**src/rtl/pll_phase_ctrl.sv**
```systemverilog
// Phase-step sequencer for the ECP5 EHXPLLL dynamic phase port.
// Issues PHASESTEP / PHASELOADREG pulses with setup and gap timing.
module pll_phase_ctrl #(
   parameter int SETUP_CYCLES = 4,
   parameter int PULSE_CYCLES = 4,
   parameter int GAP_CYCLES   = 8,
   parameter int CNT_W        = 4
) (
   input  logic             clk,
   input  logic             rstn,
   input  logic             req_valid,
   output logic             req_ready,
   input  logic [1:0]       req_sel,
   input  logic             req_dir,
   input  logic [CNT_W-1:0] req_steps,
   input  logic             req_load,
   input  logic             pll_locked,
   output logic [1:0]       phasesel,
   output logic             phasedir,
   output logic             phasestep,
   output logic             phaseloadreg,
   output logic             busy,
   output logic             done,
   output logic             err
);

   localparam int MAX_SP = (SETUP_CYCLES > PULSE_CYCLES)
                           ? SETUP_CYCLES : PULSE_CYCLES;
   localparam int MAX_C  = (MAX_SP > GAP_CYCLES)
                           ? MAX_SP : GAP_CYCLES;
   localparam int TW     = (MAX_C > 1) ? $clog2(MAX_C) : 1;

   localparam logic [TW-1:0] T_SETUP = TW'(SETUP_CYCLES - 1);
   localparam logic [TW-1:0] T_PULSE = TW'(PULSE_CYCLES - 1);
   localparam logic [TW-1:0] T_GAP   = TW'(GAP_CYCLES - 1);

   typedef enum logic [2:0] {
      S_IDLE,
      S_SETUP,
      S_STEP,
      S_GAP,
      S_LOAD,
      S_LGAP
   } state_t;

   state_t           state_q, state_d;
   logic [TW-1:0]    tmr_q, tmr_d;
   logic [CNT_W-1:0] rem_q, rem_d;
   logic             load_q, load_d;
   logic [1:0]       sel_q, sel_d;
   logic             dir_q, dir_d;
   logic             done_q, done_d;
   logic             err_q, err_d;
   logic             rdy_en_q;

   logic             accept;
   logic             tmr_zero;
   logic [TW-1:0]    tmr_dec;

   // ready is held off until the first edge after reset release
   assign req_ready = (state_q == S_IDLE) && rdy_en_q;
   assign accept    = req_valid && req_ready;
   assign tmr_zero  = (tmr_q == '0);
   assign tmr_dec   = tmr_q - 1'b1;

   // pulses are released the same cycle lock drops
   assign phasestep    = !((state_q == S_STEP) && pll_locked);
   assign phaseloadreg = !((state_q == S_LOAD) && pll_locked);
   assign phasesel     = sel_q;
   assign phasedir     = dir_q;
   assign busy         = (state_q != S_IDLE);
   assign done         = done_q;
   assign err          = err_q;

   // next-state, timer and step-count computation
   always_comb begin
      state_d = state_q;
      tmr_d   = tmr_q;
      rem_d   = rem_q;
      load_d  = load_q;
      sel_d   = sel_q;
      dir_d   = dir_q;
      done_d  = 1'b0;
      err_d   = 1'b0;
      unique case (state_q)
         S_IDLE: begin
            if (accept) begin
               if (!pll_locked) begin
                  err_d = 1'b1;
               end else begin
                  sel_d  = req_sel;
                  dir_d  = req_dir;
                  rem_d  = req_steps;
                  load_d = req_load;
                  if (req_steps != '0) begin
                     state_d = S_SETUP;
                     tmr_d   = T_SETUP;
                  end else if (req_load) begin
                     state_d = S_LOAD;
                     tmr_d   = T_PULSE;
                  end else begin
                     done_d = 1'b1;
                  end
               end
            end
         end
         S_SETUP: begin
            if (tmr_zero) begin
               state_d = S_STEP;
               tmr_d   = T_PULSE;
            end else begin
               tmr_d = tmr_dec;
            end
         end
         S_STEP: begin
            if (tmr_zero) begin
               state_d = S_GAP;
               tmr_d   = T_GAP;
               rem_d   = rem_q - 1'b1;
            end else begin
               tmr_d = tmr_dec;
            end
         end
         S_GAP: begin
            if (tmr_zero) begin
               if (rem_q != '0) begin
                  state_d = S_STEP;
                  tmr_d   = T_PULSE;
               end else if (load_q) begin
                  state_d = S_LOAD;
                  tmr_d   = T_PULSE;
               end else begin
                  state_d = S_IDLE;
                  done_d  = 1'b1;
               end
            end else begin
               tmr_d = tmr_dec;
            end
         end
         S_LOAD: begin
            if (tmr_zero) begin
               state_d = S_LGAP;
               tmr_d   = T_GAP;
            end else begin
               tmr_d = tmr_dec;
            end
         end
         S_LGAP: begin
            if (tmr_zero) begin
               state_d = S_IDLE;
               done_d  = 1'b1;
            end else begin
               tmr_d = tmr_dec;
            end
         end
         default: begin
            state_d = S_IDLE;
            tmr_d   = '0;
         end
      endcase
      // loss of lock aborts any active sequence
      if ((state_q != S_IDLE) && !pll_locked) begin
         state_d = S_IDLE;
         tmr_d   = '0;
         rem_d   = '0;
         done_d  = 1'b0;
         err_d   = 1'b1;
      end
   end

   // state and datapath registers
   always_ff @(posedge clk or negedge rstn) begin
      if (!rstn) begin
         state_q  <= S_IDLE;
         tmr_q    <= '0;
         rem_q    <= '0;
         load_q   <= 1'b0;
         sel_q    <= 2'b00;
         dir_q    <= 1'b0;
         done_q   <= 1'b0;
         err_q    <= 1'b0;
         rdy_en_q <= 1'b0;
      end else begin
         state_q  <= state_d;
         tmr_q    <= tmr_d;
         rem_q    <= rem_d;
         load_q   <= load_d;
         sel_q    <= sel_d;
         dir_q    <= dir_d;
         done_q   <= done_d;
         err_q    <= err_d;
         rdy_en_q <= 1'b1;
      end
   end

endmodule

```
**config.mk**
```make
export PLATFORM = sky130hd
export DESIGN_NAME = pll_phase_ctrl
export DESIGN_NICKNAME = d
export VERILOG_FILES = /design/src/rtl/pll_phase_ctrl.sv
export SDC_FILE = /design/constraint.sdc
export NUM_CORES = 1
export LEC_CHECK = 0
export BUFFER_PORTS_ARGS = -buffer_cell sky130_fd_sc_hd__buf_2
export CORE_UTILIZATION = 57
export CTS_BUF_LIST = sky130_fd_sc_hd__clkbuf_4
export DETAILED_ROUTE_END_ITERATION = 16
export PLACE_DENSITY = 0.93
export SLEW_MARGIN = 5
export SYNTH_ARGS = -nofsm -noshare
export SYNTH_HDL_FRONTEND = slang
export SYNTH_SLANG_ARGS = --single-unit
```
**constraint.sdc**
```tcl
create_clock -name clk -period 2.2 [get_ports clk]
set_input_delay 0.33 -clock clk [delete_from_list [all_inputs] [get_ports clk]]
set_output_delay 0.33 -clock clk [all_outputs]
set_load 0.005 [all_outputs]
```
==> impl_metrics.yaml, run 1 <==
global_routing:
  grt_pass1_wl_mm: 4.305
  grt_overflow_total: 0
  grt_pass1_vias: 957
  antenna_found_initial: 0
  grt.total_usage_pct: 28.23
  grt_start_max_net_pins: 20
setup_path:
  worstSetupPathType: "flip-flop to primary output"
  critPathRequiredTime_ns: 1.87
  worstPathArrival_ns: 1.77
  worst_r2r_path_depth: 5
  crit_path_max_fanout: 15
  r2r_slack_ns: 0.30
  regToRegEndpoint: "tmr_q[2]"
  end_kind: "primary output"
  startpoint_type: "flip-flop"
  timing.rr.start: "state_q[2]"
detailed_routing:
  drt-initial-drc-count: 37
  routedWlPerCell_um: 15.53
  vias_per_cell: 6.246
  dr.pass1.iters: 4
  via_count: 1043
  drtAntennaViolNets: 0
  wl_mm: 2.593
  drc: 0
timing:
  setup_viol: 0
  rsz0062_at_grt: "no"
  fin_ws_ns: 0.09526
  fmax_mhz: 475.1
  timing.setup.tns_ns: 0
  slew_violations: 0
  worst_slew_pin_slew_ns: 0.6346
  fin_skew_ns: 0.007151
  period_needed_ns: 2.105
  hold_viol_final: 0
  fin_crit_sh_pct: 95.67
  relSlewSlack_pct: 57.69
placed_design:
  dp_slack_ns: 0.3507
  io_buffers: 20
  dp_hpwl_mm: 1.924
  dp.cells: 162
  place.gp.congestion: 0.9715
die:
  die_y_um: 46.89
  die_w_um: 46.89
  dieArea_um2: 2199
  core_area_um2: 1802
  initial_core_util_pct: 63.75
  placementRows: 15
  ios: 21
clock_network:
  cts_buffers: 3
  cts_tree: "built"
  ctsLongestPathBuffers: 2
  htree_levels: 1
  clkLatencyLatePin_ns: 0.29
  cts_sinks: 17
  cts-root-buf: "clkbuf_4"
  cts.clk_slew.worst_paths_ns: 0.10
  cts_setup_buffers: 0
synth:
  synth_seq_area_share_pct: 37.04
  synthFlopType: "dfrtp_1"
  ys_seq_elements: 17
  synth.distinct_cells: 48
  syn_inst: 121
  yosysWarnings: 0
  syn-cell-area_um2: 1149
  syn_avg_cell_area_um2: 9.493
  syn_nets: 136
  synth_edf_count: 0
  async_flop_share_pct: 100.0
power_and_ir_drop:
  p_leak_nw: 0.5996
  total_power_mw: 1.587
  powerDensity_nw_per_um2: 1217
  ir_worst_vdd_mv: 0.7201
cells_and_area:
  layout-drive-gt1-share_pct: 29.58
  final_cells: 167
  syn_to_final_growth_pct: 13.51
  finalNetCount: 158
  diodes: 0
hold_path:
  hold_depth: 2
  min_from: "req_sel[0]"
  min_path_type: "input port to flip-flop"
  min_to: "phasesel[0]"
outcome:
  status: "finished clean"
run:
  drv_cap: 0
[layout make-up]
class / instances / area [um2]
clock inverters: 1 / 5.005
well taps: 25 / 31.28
multi-input cells: 92 / 670.6
inverters: 6 / 22.52
flip-flops and latches: 17 / 426.7
repair buffers: 23 / 125.1
fillers: 132 / 498.0
clock buffers: 3 / 22.52
[flip-flops by register name, summed over array words and instances, names as in the netlist]
signal / cells
rem_q: 4
tmr_q: 3
load_q: 1
rdy_en_q: 1
done: 1
phasesel: 2
state_q: 3
phasedir: 1
err: 1
[how the worst max path moves through the flow]
stage,start,end,depth (start not counted)
CTS,state_q[1],phaseloadreg,3
global placement,state_q[1],rem_q[0],4
global route,state_q[1],phaseloadreg,3
floorplan,rem_q[0],tmr_q[2],6
finish,state_q[1],phaseloadreg,3
detailed placement,state_q[1],rem_q[0],4
[critical path: stages, from the launching register on]
cell	delay (ns)
dfrtp_2	0.52
nand2b_1	0.28
or3b_2	0.53
buf_2	0.15
[per-stage QoR]
stage	instance area, um2	util (%)	hold WS [ns]
after floorplan	1149	-	0.03441
after global placement	1265	70.21	0.2613
after CTS	1303	72.29	0.2711
after detailed placement	1265	70.21	0.2708
final	1304	72.36	0.2736
after global routing	1304	72.36	0.2673
[Yosys cell counts (4+ instances only)]
cell	count	area share (%)
a21oi_1	8	3.5
nor3_1	4	1.7
nand2_1	11	3.6
nand2b_1	4	2.2
inv_1	5	1.6
mux2_2	4	3.9
mux2i_1	5	4.4
nor2_1	7	2.3
dfrtp_1	17	37
[power breakdown]
part / internal, mW / switching (mW)
clock: 0.0676 / 0.0943
sequential: 0.434 / 0.150
combinational: 0.399 / 0.443
total: 0.900 / 0.687
[cells in the final DEF (no fill, tap or decap), types with 2 or more instances in the layout]
master and count:
a211oi_1 3, a21oi_1 8, a31oi_1 2, buf_2 20
buf_4 2, clkbuf_4 3, dfrtp_1 16, ha_1 3
inv_1 5, mux2_2 4, mux2i_1 5, nand2_1 11
nand2b_1 4, nand3_1 2, nand3b_1 3, nor2_1 7
nor3_1 4, nor3b_1 2, o21ai_0 3, o21ai_1 3
o31ai_1 2
[metal layers]
layer | global-route usage [%] | wire length (um)
met5 | 0 | 0
met4 | 6.857 | 8
met2 | 45.28 | 1252
met3 | 7.692 | 215
met1 | 38.11 | 1117
[logic make-up (layout without fill, tap and decap cells)]
family	count (synthesis)	in the layout	synth area share, %
compound gates	31	31	20.04
xor+xnor	1	1	0.7627
fa+ha+maj	3	3	3.268
buf+inv	12	33	4.575
flops	17	17	37.04
mux	10	10	9.586
other cells	1	1	0.3265
simple gates	46	46	24.40
[timing repair]
item                       4_1_cts  5_1_grt
hold endpoints to repair        17        0
gates resized for setup          0        1
hold buffers                     1        0
setup endpoints to repair        0        1
Note: power is estimated with default switching activity, not from simulation.
==> inputs of run 2 (changes only) <==
Settings changed: CORE_ASPECT_RATIO set to 0.9.
==> run 2 against run 1 <==
Against the previous run:
- clock power is 7% higher
- global-route usage is 0.27 points higher
- worst setup slack better by 0.014 ns
- routed wire length is 3.6% higher
- sequential power is 2% lower
- worst hold slack worse by 0.0035 ns
- count of clock-buffer cells in the layout is 1 higher
- largest cell class unchanged
- highest routed layer unchanged
==> impl_metrics.yaml, run 2 (synthesis gave the netlist of run 1 again) <==
detailed_routing:
  wl_mm: 2.687
  drc: 0
  drt-initial-drc-count: 32
  routedWlPerCell_um: 16.09
  via_count: 1031
  drtAntennaViolNets: 0
  vias_per_cell: 6.174
  dr.pass1.iters: 4
die:
  core_area_um2: 1914
  ios: 21
  dieArea_um2: 2199
  die_w_um: 49.32
  initial_core_util_pct: 60.00
  placementRows: 15
  die_y_um: 44.59
run:
  drv_cap: 0
cells_and_area:
  design_area_um2: 1308
  top_register: "rem_q"
  n_fill_cell: 149
  syn_to_final_growth_pct: 13.83
  final_cell_mix: "buf_2, dfrtp_1, nand2_1"
  largest_reg_flops: 4
  layout-drive-gt1-share_pct: 29.58
  final_common_cell: "buf_2"
  final_cells: 167
  largest_registers: "rem_q (4), state_q (3), tmr_q (3)"
  diodes: 0
  finalNetCount: 158
setup_path:
  end_kind: "primary output"
  worstPathArrival_ns: 1.76
  startpoint_type: "flip-flop"
  cpPeakStageDelay_ns: 0.51
  critPathRequiredTime_ns: 1.87
  timing.rr.start: "state_q[2]"
  crit_family: "simple AND/OR/NAND/NOR gates"
  path_buf_inv: 1
  worstSetupPathType: "flip-flop to primary output"
  crit_path_max_fanout: 10
  startpoint: "state_q[1]"
  crit_chain: "nand2b_2 > or3b_2 > buf_2"
  slowest_stage: "dfrtp_1"
global_routing:
  antenna_found_initial: 0
  grt_start_max_net_pins: 20
  grt_pass1_vias: 1020
  grt_overflow_total: 0
  grt.total_usage_pct: 28.50
  grt_pass1_wl_mm: 4.547
timing:
  fin_crit_sh_pct: 95.02
  worst_slew_pin_slew_ns: 0.6421
  timing.setup.tns_ns: 0
  hold_viol_final: 0
  relSlewSlack_pct: 57.19
  setup_viol: 0
  fmax_mhz: 478.4
  rsz0062_at_grt: "no"
  fin_skew_ns: 0.001276
  slew_violations: 0
  period_needed_ns: 2.090
  fin_ws_ns: 0.1095
placed_design:
  dp.cells: 162
  dp_slack_ns: 0.2724
  io_buffers: 20
  dp_hpwl_mm: 2.072
  place.gp.congestion: 0.9997
  place_area_um2: 1265
power_and_ir_drop:
  powerDensity_nw_per_um2: 1224
  p_leak_nw: 0.6017
  ir_worst_vdd_mv: 0.7700
clock_network:
  cts_buffers: 3
  cts_setup_buffers: 0
  ctsLongestPathBuffers: 2
  cts.clk_slew.worst_paths_ns: 0.09
  cts_sinks: 17
  cts-root-buf: "clkbuf_4"
  clkLatencyLatePin_ns: 0.29
  cts_tree: "built"
  htree_levels: 1
hold_path:
  min_from: "req_sel[1]"
  min_path_type: "input port to flip-flop"
outcome:
  status: "finished clean"
## run 2: cell types whose count changed in the layout (fill, tap and decap cells not counted), sizes merged
| cell | delta |
|---|---|
| clkbuf | +1 |
| clkinv | -1 |
## run 2: metrics by stage
stage | util, % | power (mW) | hold WS [ns]
6_report | 68.30 | 1.600 | 0.2700
5_1_grt | 68.30 | 1.716 | 0.2543
4_1_cts | 68.17 | 1.588 | 0.2699
3_5_place_dp | 66.08 | 1.414 | 0.2700
3_3_place_gp | 66.08 | 1.361 | 0.2610
2_1_floorplan | - | 1.172 | 0.03441
## run 2: cell type report
cell class	instances	area, um2	share of cell area, %
well taps	25	31.28	2.392
repair buffers	23	125.1	9.569
multi-input cells	92	673.1	51.48
inverters	6	22.52	1.722
flip-flops and latches	17	425.4	32.54
clock buffers	4	30.03	2.297
## run 2: where the power goes
group	switching, mW	internal [mW]	total, mW
clock	0.0898	0.0829	0.173
sequential	0.137	0.432	0.569
combinational	0.461	0.397	0.858
## run 2: repair_timing
action	CTS	global route
hold endpoints to repair	17	0
hold buffers	1	0
gates resized for setup	0	1
setup endpoints to repair	0	1
## run 2: metal layers
metal  global-route usage [%]  share of wire, %  vias to the layer above
met5                        0                 0                        -
met4                    14.71               1.5                        0
met3                    7.560               6.0                        6
met2                    47.95                49                       41
met1                    33.98                43                      501
li1                         -                 -                      483
## run 2: path summary, 6_finish.rpt
check / end / slack, ns / cells past startpoint
worst max-delay path: phaseloadreg / 0.11 / 3
worst min-delay path: phasesel[1] / 0.27 / 2
worst max register to register: tmr_q[2] / 0.24 / 5
worst min register to register: phasedir / 0.51 / 1
max in group asynchronous: done / 1.45 / 2
min in group asynchronous: rem_q[0] / 0.48 / 2
==> inputs of run 3 (changes only) <==
==> constraint.sdc (replaced) <==
create_clock -name clk -period 2.3 [get_ports clk]
set_input_delay 0.115 -clock clk [delete_from_list [all_inputs] [get_ports clk]]
set_output_delay 0.115 -clock clk [all_outputs]
set_load 0.005 [all_outputs]
==> run 3 against run 2 <==
Against the previous run:
- flip-flop and latch count did not move
- largest cell class unchanged
- highest routed layer unchanged
- critical path type is now flip-flop to flip-flop
- sequential share of layout area rose by 0.31 points
- design area fell by 0.96%
- sequential power fell by 3%
- count of clock-buffer cells in the layout fell by 1
- first-iteration DRC count rose by 50%
- critical path depth rose by 2
- combinational power fell by 7.1%
==> impl_metrics.yaml, run 3 (synthesis gave the netlist of run 1 again) <==
outcome:
  status: "finished clean"
placed_design:
  dp.cells: 161
  place_area_um2: 1257
  place.gp.congestion: 0.9584
  dp_hpwl_mm: 2.086
  io_buffers: 20
detailed_routing:
  wl_mm: 2.742
  drtAntennaViolNets: 0
  routedWlPerCell_um: 16.52
  dr.pass1.iters: 5
  vias_per_cell: 6.169
  drt-initial-drc-count: 48
  via_count: 1024
  drc: 0
setup_path:
  slowest_stage: "dfrtp_1"
  critPathRequiredTime_ns: 2.50
  crit_path_end: "tmr_q[2]"
  cpPeakStageDelay_ns: 0.61
  crit_path_max_fanout: 19
  crit_chain: "nor3_2 > inv_2 > o21ai_2 > a32oi_2 > mux2_4"
  worstPathArrival_ns: 2.17
  end_kind: "flip-flop"
  startpoint_type: "flip-flop"
  startpoint: "state_q[2]"
  timing.rr.start: "state_q[2]"
  r2r_slack_ns: 0.33
  regToRegEndpoint: "tmr_q[2]"
  worst_r2r_path_depth: 5
  worstSetupPathType: "flip-flop to flip-flop"
clock_network:
  cts_resized: 0
  cts-root-buf: "clkbuf_4"
  cts_tree: "built"
  clkLatencyLatePin_ns: 0.31
  htree_levels: 1
  cts_sinks: 17
  ctsLongestPathBuffers: 2
  cts.clk_slew.worst_paths_ns: 0.11
  cts_buffers: 3
die:
  initial_core_util_pct: 60.00
  dieArea_um2: 2199
  die_w_um: 49.32
  die_y_um: 44.59
  core_area_um2: 1914
  placementRows: 15
  ios: 21
timing:
  hold_viol_final: 0
  fmax_mhz: 508.3
  timing.setup.tns_ns: 0
  worst_slew_pin_slew_ns: 0.5943
  setup_viol: 0
  period_needed_ns: 1.967
  fin_skew_ns: 0.002071
  rsz0062_at_grt: "no"
  slew_violations: 0
  relSlewSlack_pct: 60.38
  fin_crit_sh_pct: 85.54
power_and_ir_drop:
  ir_worst_vdd_mv: 0.7421
  total_power_mw: 1.524
  p_leak_nw: 0.5959
  powerDensity_nw_per_um2: 1177
cells_and_area:
  design_area_um2: 1295
  finalNetCount: 157
  multi_input_area_um2: 670.6
  largest_reg_flops: 4
  diodes: 0
  ff_latch_area_um2: 425.4
  fin_util_pct: 67.65
  final_common_cell: "buf_2"
  n_fill_cell: 160
  layout-drive-gt1-share_pct: 28.37
  top_register: "rem_q"
  final_cells: 166
  final_cell_mix: "buf_2, dfrtp_1, nand2_1"
  syn_to_final_growth_pct: 12.74
  largest_registers: "rem_q (4), state_q (3), tmr_q (3)"
global_routing:
  grt_overflow_total: 0
  antenna_found_initial: 0
  grt.total_usage_pct: 28.22
  grt_pass1_wl_mm: 4.422
  grt_pass1_vias: 962
  grt_start_max_net_pins: 20
hold_path:
  hold_depth: 2
  min_path_type: "input port to flip-flop"
run:
  drv_cap: 0
[run 3: cell types whose count changed in the layout (fill, tap and decap cells not counted), sizes merged]
cell / change
clkbuf: -1
clkinv: +1
buf: -1
[run 3: per-stage QoR]
stage          setup WS (ns)  hold WS [ns]
5_1_grt               0.2585       0.02972
3_3_place_gp          0.5109       0.04830
6_report              0.3327       0.03184
2_1_floorplan         0.6738       -0.1806
3_5_place_dp          0.3710       0.05747
4_1_cts               0.3414       0.02453
[run 3: cell type report]
cell class	count	share of cell area [%]
tap	25	2.415
sequential	17	32.85
timing repair buffer	22	9.082
clock buffer	3	1.739
inverter	6	1.739
multi-input combinational	92	51.79
clock inverter	1	0.3865
[run 3: routing by layer]
metal / share of wire (%) / global-route usage, % / vias up
li1: - / - / 482
met1: 43 / 34.92 / 487
met2: 47 / 46.30 / 46
met3: 6.8 / 4.467 / 9
met4: 3.2 / 18.82 / 0
met5: 0 / 0 / -
[run 3: power by group]
part           leakage, nW  switching (mW)  total (mW)  internal (mW)
Clock               0.0177           0.107       0.172         0.0651
Sequential           0.214           0.141       0.554          0.413
Combinational        0.364           0.429       0.797          0.369
Total                0.596           0.677        1.52          0.847
[run 3: repair_timing]
| item | 4_1_cts | 5_1_grt |
|---|---|---|
| hold buffers | 1 | 0 |
| endpoints found under the hold margin | 17 | 0 |
| buffers inserted | 0 | 0 |
[run 3: how the worst min path moves through the flow]
| stage | from | end |
|---|---|---|
| finish | req_dir | phasedir |
| global route | req_dir | phasedir |
| CTS | req_dir | phasedir |
| detailed placement | rstn | phasedir |
| global placement | rstn | phasesel[0] |
| floorplan | rstn | done |
[run 3: worst max-delay path: cells and delay by family, from the launching register on]
family	cells	cell delay, ns
AND/OR/NAND/NOR	1	0.48
buffers and inverters	1	0.14
multiplexers	1	0.33
AO/OA/AOI/OAI	2	0.30
flip-flops	1	0.61
